===== config.mk =====
export PLATFORM = sky130hd
export DESIGN_NAME = fwft_fifo
export DESIGN_NICKNAME = d
export VERILOG_FILES = /design/src/rtl/fwft_fifo_pkg.sv /design/src/rtl/fwft_fifo.sv
export SDC_FILE = /design/constraint.sdc
export NUM_CORES = 1
export LEC_CHECK = 0
export BUFFER_PORTS_ARGS = -buffer_cell sky130_fd_sc_hd__buf_2
export CAP_MARGIN = 0
export CORE_MARGIN = 8
export CORE_UTILIZATION = 55
export CTS_BUF_LIST = sky130_fd_sc_hd__clkbuf_4
export CTS_CLUSTER_DIAMETER = 100
export CTS_CLUSTER_SIZE = 10
export DETAILED_ROUTE_END_ITERATION = 8
export PLACE_DENSITY = 0.78
export SKIP_CTS_REPAIR_TIMING = 1
export SYNTH_ARGS = -nofsm -noshare
export SYNTH_HDL_FRONTEND = slang
export SYNTH_SLANG_ARGS = --single-unit

===== constraint.sdc =====
create_clock -name clk -period 1.6 [get_ports clk]
set_input_delay 0.24 -clock clk [delete_from_list [all_inputs] [get_ports clk]]
set_output_delay 0.24 -clock clk [all_outputs]
set_load 0.02 [all_outputs]

===== src/rtl/fwft_fifo_pkg.sv =====
// Shared helpers for the first-word-fall-through FIFO.
// Holds the rule for which DEPTH values the FIFO supports.
package fwft_fifo_pkg;

    function automatic bit depth_legal(input int depth);
        return (depth == 1) || (depth == 2);
    endfunction

endpackage


===== src/rtl/fwft_fifo.sv =====
// First-word-fall-through FIFO with valid/ready on both sides, 1 or 2 entries.
// Outputs come only from registers; a_ready also looks at b_ready, so a full FIFO can take a write while it is popped.
module fwft_fifo
    import fwft_fifo_pkg::*;
#(
    parameter int WIDTH = 64,
    parameter int DEPTH = 2
) (
    input  logic             clk,
    input  logic             rst,
    input  logic [WIDTH-1:0] a_data,
    input  logic             a_valid,
    output logic             a_ready,
    output logic [WIDTH-1:0] b_data,
    output logic             b_valid,
    input  logic             b_ready
);

    logic push;
    logic pop;

    generate
        if (!depth_legal(DEPTH)) begin : g_bad_depth
            $error("fwft_fifo: DEPTH must be 1 or 2");
        end else if (DEPTH == 1) begin : g_depth1
            logic [WIDTH-1:0] data_q, data_d;
            logic             full_q, full_d;

            assign a_ready = !full_q || b_ready;
            assign b_valid = full_q;
            assign b_data  = data_q;
            assign push    = a_valid && a_ready;
            assign pop     = full_q && b_ready;

            // A push while full is only possible together with a pop, so it replaces the entry.
            always_comb begin
                data_d = data_q;
                full_d = full_q;
                if (push) begin
                    data_d = a_data;
                    full_d = 1'b1;
                end else if (pop) begin
                    full_d = 1'b0;
                end
            end

            always_ff @(posedge clk) begin
                if (rst) begin
                    data_q <= '0;
                    full_q <= 1'b0;
                end else begin
                    data_q <= data_d;
                    full_q <= full_d;
                end
            end
        end else begin : g_depth2
            logic [WIDTH-1:0] mem_q [2];
            logic [WIDTH-1:0] mem_d [2];
            logic             rd_ptr_q, rd_ptr_d;
            logic             wr_ptr_q, wr_ptr_d;
            logic [1:0]       count_q, count_d;

            assign a_ready = (count_q < 2'd2) || b_ready;
            assign b_valid = (count_q != 2'd0);
            assign b_data  = mem_q[rd_ptr_q];
            assign push    = a_valid && a_ready;
            assign pop     = b_valid && b_ready;

            // When full, wr_ptr == rd_ptr: a push+pop overwrites the head being consumed.
            always_comb begin
                mem_d    = mem_q;
                rd_ptr_d = rd_ptr_q;
                wr_ptr_d = wr_ptr_q;
                count_d  = count_q;
                if (push) begin
                    mem_d[wr_ptr_q] = a_data;
                    wr_ptr_d        = !wr_ptr_q;
                end
                if (pop) begin
                    rd_ptr_d = !rd_ptr_q;
                end
                case ({push, pop})
                    2'b10:   count_d = count_q + 2'd1;
                    2'b01:   count_d = count_q - 2'd1;
                    default: count_d = count_q;
                endcase
            end

            always_ff @(posedge clk) begin
                if (rst) begin
                    mem_q[0] <= '0;
                    mem_q[1] <= '0;
                    rd_ptr_q <= 1'b0;
                    wr_ptr_q <= 1'b0;
                    count_q  <= 2'd0;
                end else begin
                    mem_q    <= mem_d;
                    rd_ptr_q <= rd_ptr_d;
                    wr_ptr_q <= wr_ptr_d;
                    count_q  <= count_d;
                end
            end
        end
    endgenerate

endmodule


==> metrics.md <==
| Metric | Value |
|---|---|
| Status | `finished, violations left` |
| Failing checks | `negative hold slack, negative setup slack` |
| Final wirelength | `16600 microns` |
| Design Power | `9190 uW` |
| CTS Buf Count | `17` |
| Chip width | `122 microns` |
| Worst skew pair latency | `around 0.53 ns` |
| Routed Antenna Nets | `0` |
| Die area | `0.0150 sq mm` |
| Hold Path Cell Cnt | `3` |
| Number of synthesized register bits | `132` |
| Synthesized area | `0.00623 sq mm` |
| H-tree levels | `4` |
| Pin count of the biggest net entering global routing | `66` |
| Clk sinks | `between 100 and 150` |
| Port bufs | `133` |
| Post-synthesis compound-gate area fraction | `10.7%` |
| I/O pin cnt | `134` |
| Worst hold margin | `-0.00339 ns` |
| Worst Skew | `0.0183 ns` |
| Final setup margin | `-0.333 ns` |
| Vias in the first global route | `5144` |
| Crit start category | `register` |
| Min Clock Period, post-route | `1.93 ns` |
| Worst Tran Pin Value | `approximately 0.36 ns` |
| Final #Nets | `902` |
| Period utilization | `121%` |
| Crit path required time | `between 1 and 1.5 ns` |
| Reg clk slew, reported paths | `0.11 ns` |
| Fin cells | `991` |
| Final setup violation count | `64` |
| F_max | `517 MHz` |
| Worst Path Arrival | `between 1.5 and 2 ns` |
| Rel. slew slack | `76.3%` |
| Area grow syn2layout | `32.2%` |
| Leak Pwr | `0.00362 uW` |
| Wirelength per Cell | `~17 microns` |
| Sequential area share after synthesis | `42.4%` |
| Fin. Hold Viols | `1` |
| Core area | `0.0112 sq mm` |
| Vias per inst | `5.24` |
| Initial DRC Count | `364` |
| Yosys cell types | `25` |
| Endpoint class of the critical path | `output pin` |
| Initial Util | `55.6%` |
| Peak supply drop | `between 0.6 and 0.7 mV` |
| Gr ovfl total | `0` |
| Via Count | `5189` |
| Mux contribution to synthesized area | `21.8%` |
| First-pass GRT wire length | `24400 microns` |
| Critical path class | `reg2out` |
| Overall routing resource usage | `20.2%` |
| Reg-to-reg setup timing slack | `0.06 ns` |
| Final Slew Violations | `0` |
| Syn nets | `727` |
| MaxCap Viol Count | `0` |
| Die Height | `approximately 120 microns` |
| Initial antenna violation count | `1` |
| Adder-cell share of the synthesized area | `0.201%` |
| TritonCTS clock tree | `built` |
| Crit Path Max Fanout | `17` |
| Reg2reg path depth | `7` |
| Share of cells above drive strength 1 | `25.4%` |
| Synth warn | `0` |
| DR DRC count | `0` |
| Hold Path Class | `in2reg` |
| Cells after Synth | `around 660` |
| Unrepaired setup endpoints after global routing | `yes` |
| GPL Wtd Cong | `approximately 0.72` |
| Mean area per synthesized cell | `9.48 sq um` |
| Cell Pwr Density | `about 1100 mW/mm^2` |
| Largest family of logic cells by synthesized area | `multiplexers` |
| Row Count | `39` |
| DR pass1 iterations | `5` |
| Dpl cells | `893` |
| Simple-Gate Fraction of Synth Area | `20.1%` |
| Post-synthesis xor/xnor area fraction | `0.421%` |
| Root Buffer | `clkbuf_4` |
| Clock tree buffer depth | `2` |
| DPL Wire Length | `9780 microns` |
[report_power, final]
part | switching, uW | internal [uW]
clock | 1200 | 951
combinational | 1700 | 1530
sequential | 190 | 3610
total | 3090 | 6100
[through the flow]
step | setup TNS, ns | util (%) | hold slack [ns] | worst slack (ns) | cell area [sq um]
final | -19.00 | 73.4 | -0.00339 | -0.333 | 8240
after global routing | -24.46 | 73.4 | 0.000260 | -0.409 | 8240
after CTS | -24.65 | 65.6 | -0.0755 | -0.430 | 7360
after detailed placement | 0 | 63.2 | 0.465 | 0.0633 | 7090
after global placement | 0 | 63.2 | 0.454 | 0.0904 | 7090
after floorplan | 0 | - | 0.407 | 0.0809 | 6230
[cell type report]
class / instances / area [sq um]
Clock inverter: 12 / 114
Fill cell: 788 / 2980
Inverter: 2 / 7.51
Tap cell: 143 / 179
Timing Repair Buffer: 213 / 1720
Clock buffer: 20 / 150
Multi-Input combinational cell: 467 / 3410
Sequential cell: 132 / 2650
Antenna cell: 2 / 5.00
[critical path: stages, from the launching register on]
cell,delay (ns)
dfxtp_4,0.44
clkbuf_16,0.22
mux2_1,0.34
buf_2,0.16
[state kept, by name (all words and copies together), names as in the netlist]
name               flops
g_depth2.wr_ptr_q      1
g_depth2.count_q       2
g_depth2.rd_ptr_q      1
g_depth2.mem_q       128
[kinds of logic (layout without fill, tap and decap cells)]
group | after synthesis | after routing
DFF | 132 | 132
and+or+nand+nor | 202 | 202
other | 0 | 2
buffers and inverters | 59 | 247
muxes | 128 | 128
adders and majority gates | 1 | 1
xor gates and xnor gates | 3 | 3
AOI/OAI and AO/OA | 133 | 133
[path summary, 6_finish.rpt]
path / startpoint / endpoint
setup / recovery: g_depth2.rd_ptr_q / b_data[17]
hold / removal: a_data[22] / g_depth2.mem_q[86]
setup reg to reg: g_depth2.count_q[1] / g_depth2.mem_q[34]
hold reg to reg: g_depth2.mem_q[35] / g_depth2.mem_q[35]
[layout by cell type (no fill, tap or decap), types with 9 or more instances in the layout]
cell	count
buf_6	22
mux2i_1	64
clkbuf_4	20
nand2b_1	128
dlygate4sd3_1	58
o21ai_0	44
buf_2	111
mux2_4	19
o21ai_1	86
buf_4	9
nor2b_1	64
mux2_1	43
dfxtp_1	129
buf_12	11
[synth_stat cells]
master	number	area share (%)
a21oi_1	2	0.16
and2b_1	1	0.12
and3_1	1	0.10
buf_2	13	1.0
buf_4	4	0.48
buf_6	2	0.36
clkbuf_1	38	2.3
dfxtp_1	132	42
ha_1	1	0.20
inv_1	1	0.060
inv_2	1	0.060
mux2_1	64	12
mux2i_1	64	10
nand2_1	1	0.060
nand2b_1	130	13
nand3_1	1	0.080
nor2_1	2	0.12
nor2b_1	64	6.4
o21a_1	1	0.12
o21ai_0	44	3.5
o21ai_1	86	6.9
or2_2	1	0.10
or3_1	1	0.10
xnor2_1	2	0.28
xor2_1	1	0.14
[per-layer routing]
layer  vias to the layer above  wire length (microns)  track usage (%)
li1                       2580                      -                -
met1                      2460                   6930             23.2
met2                       121                   8550             34.8
met3                        28                    751             5.38
met4                         0                    385             8.68
met5                         -                      0                0
No activity file was read; power rests on OpenSTA's default activity.
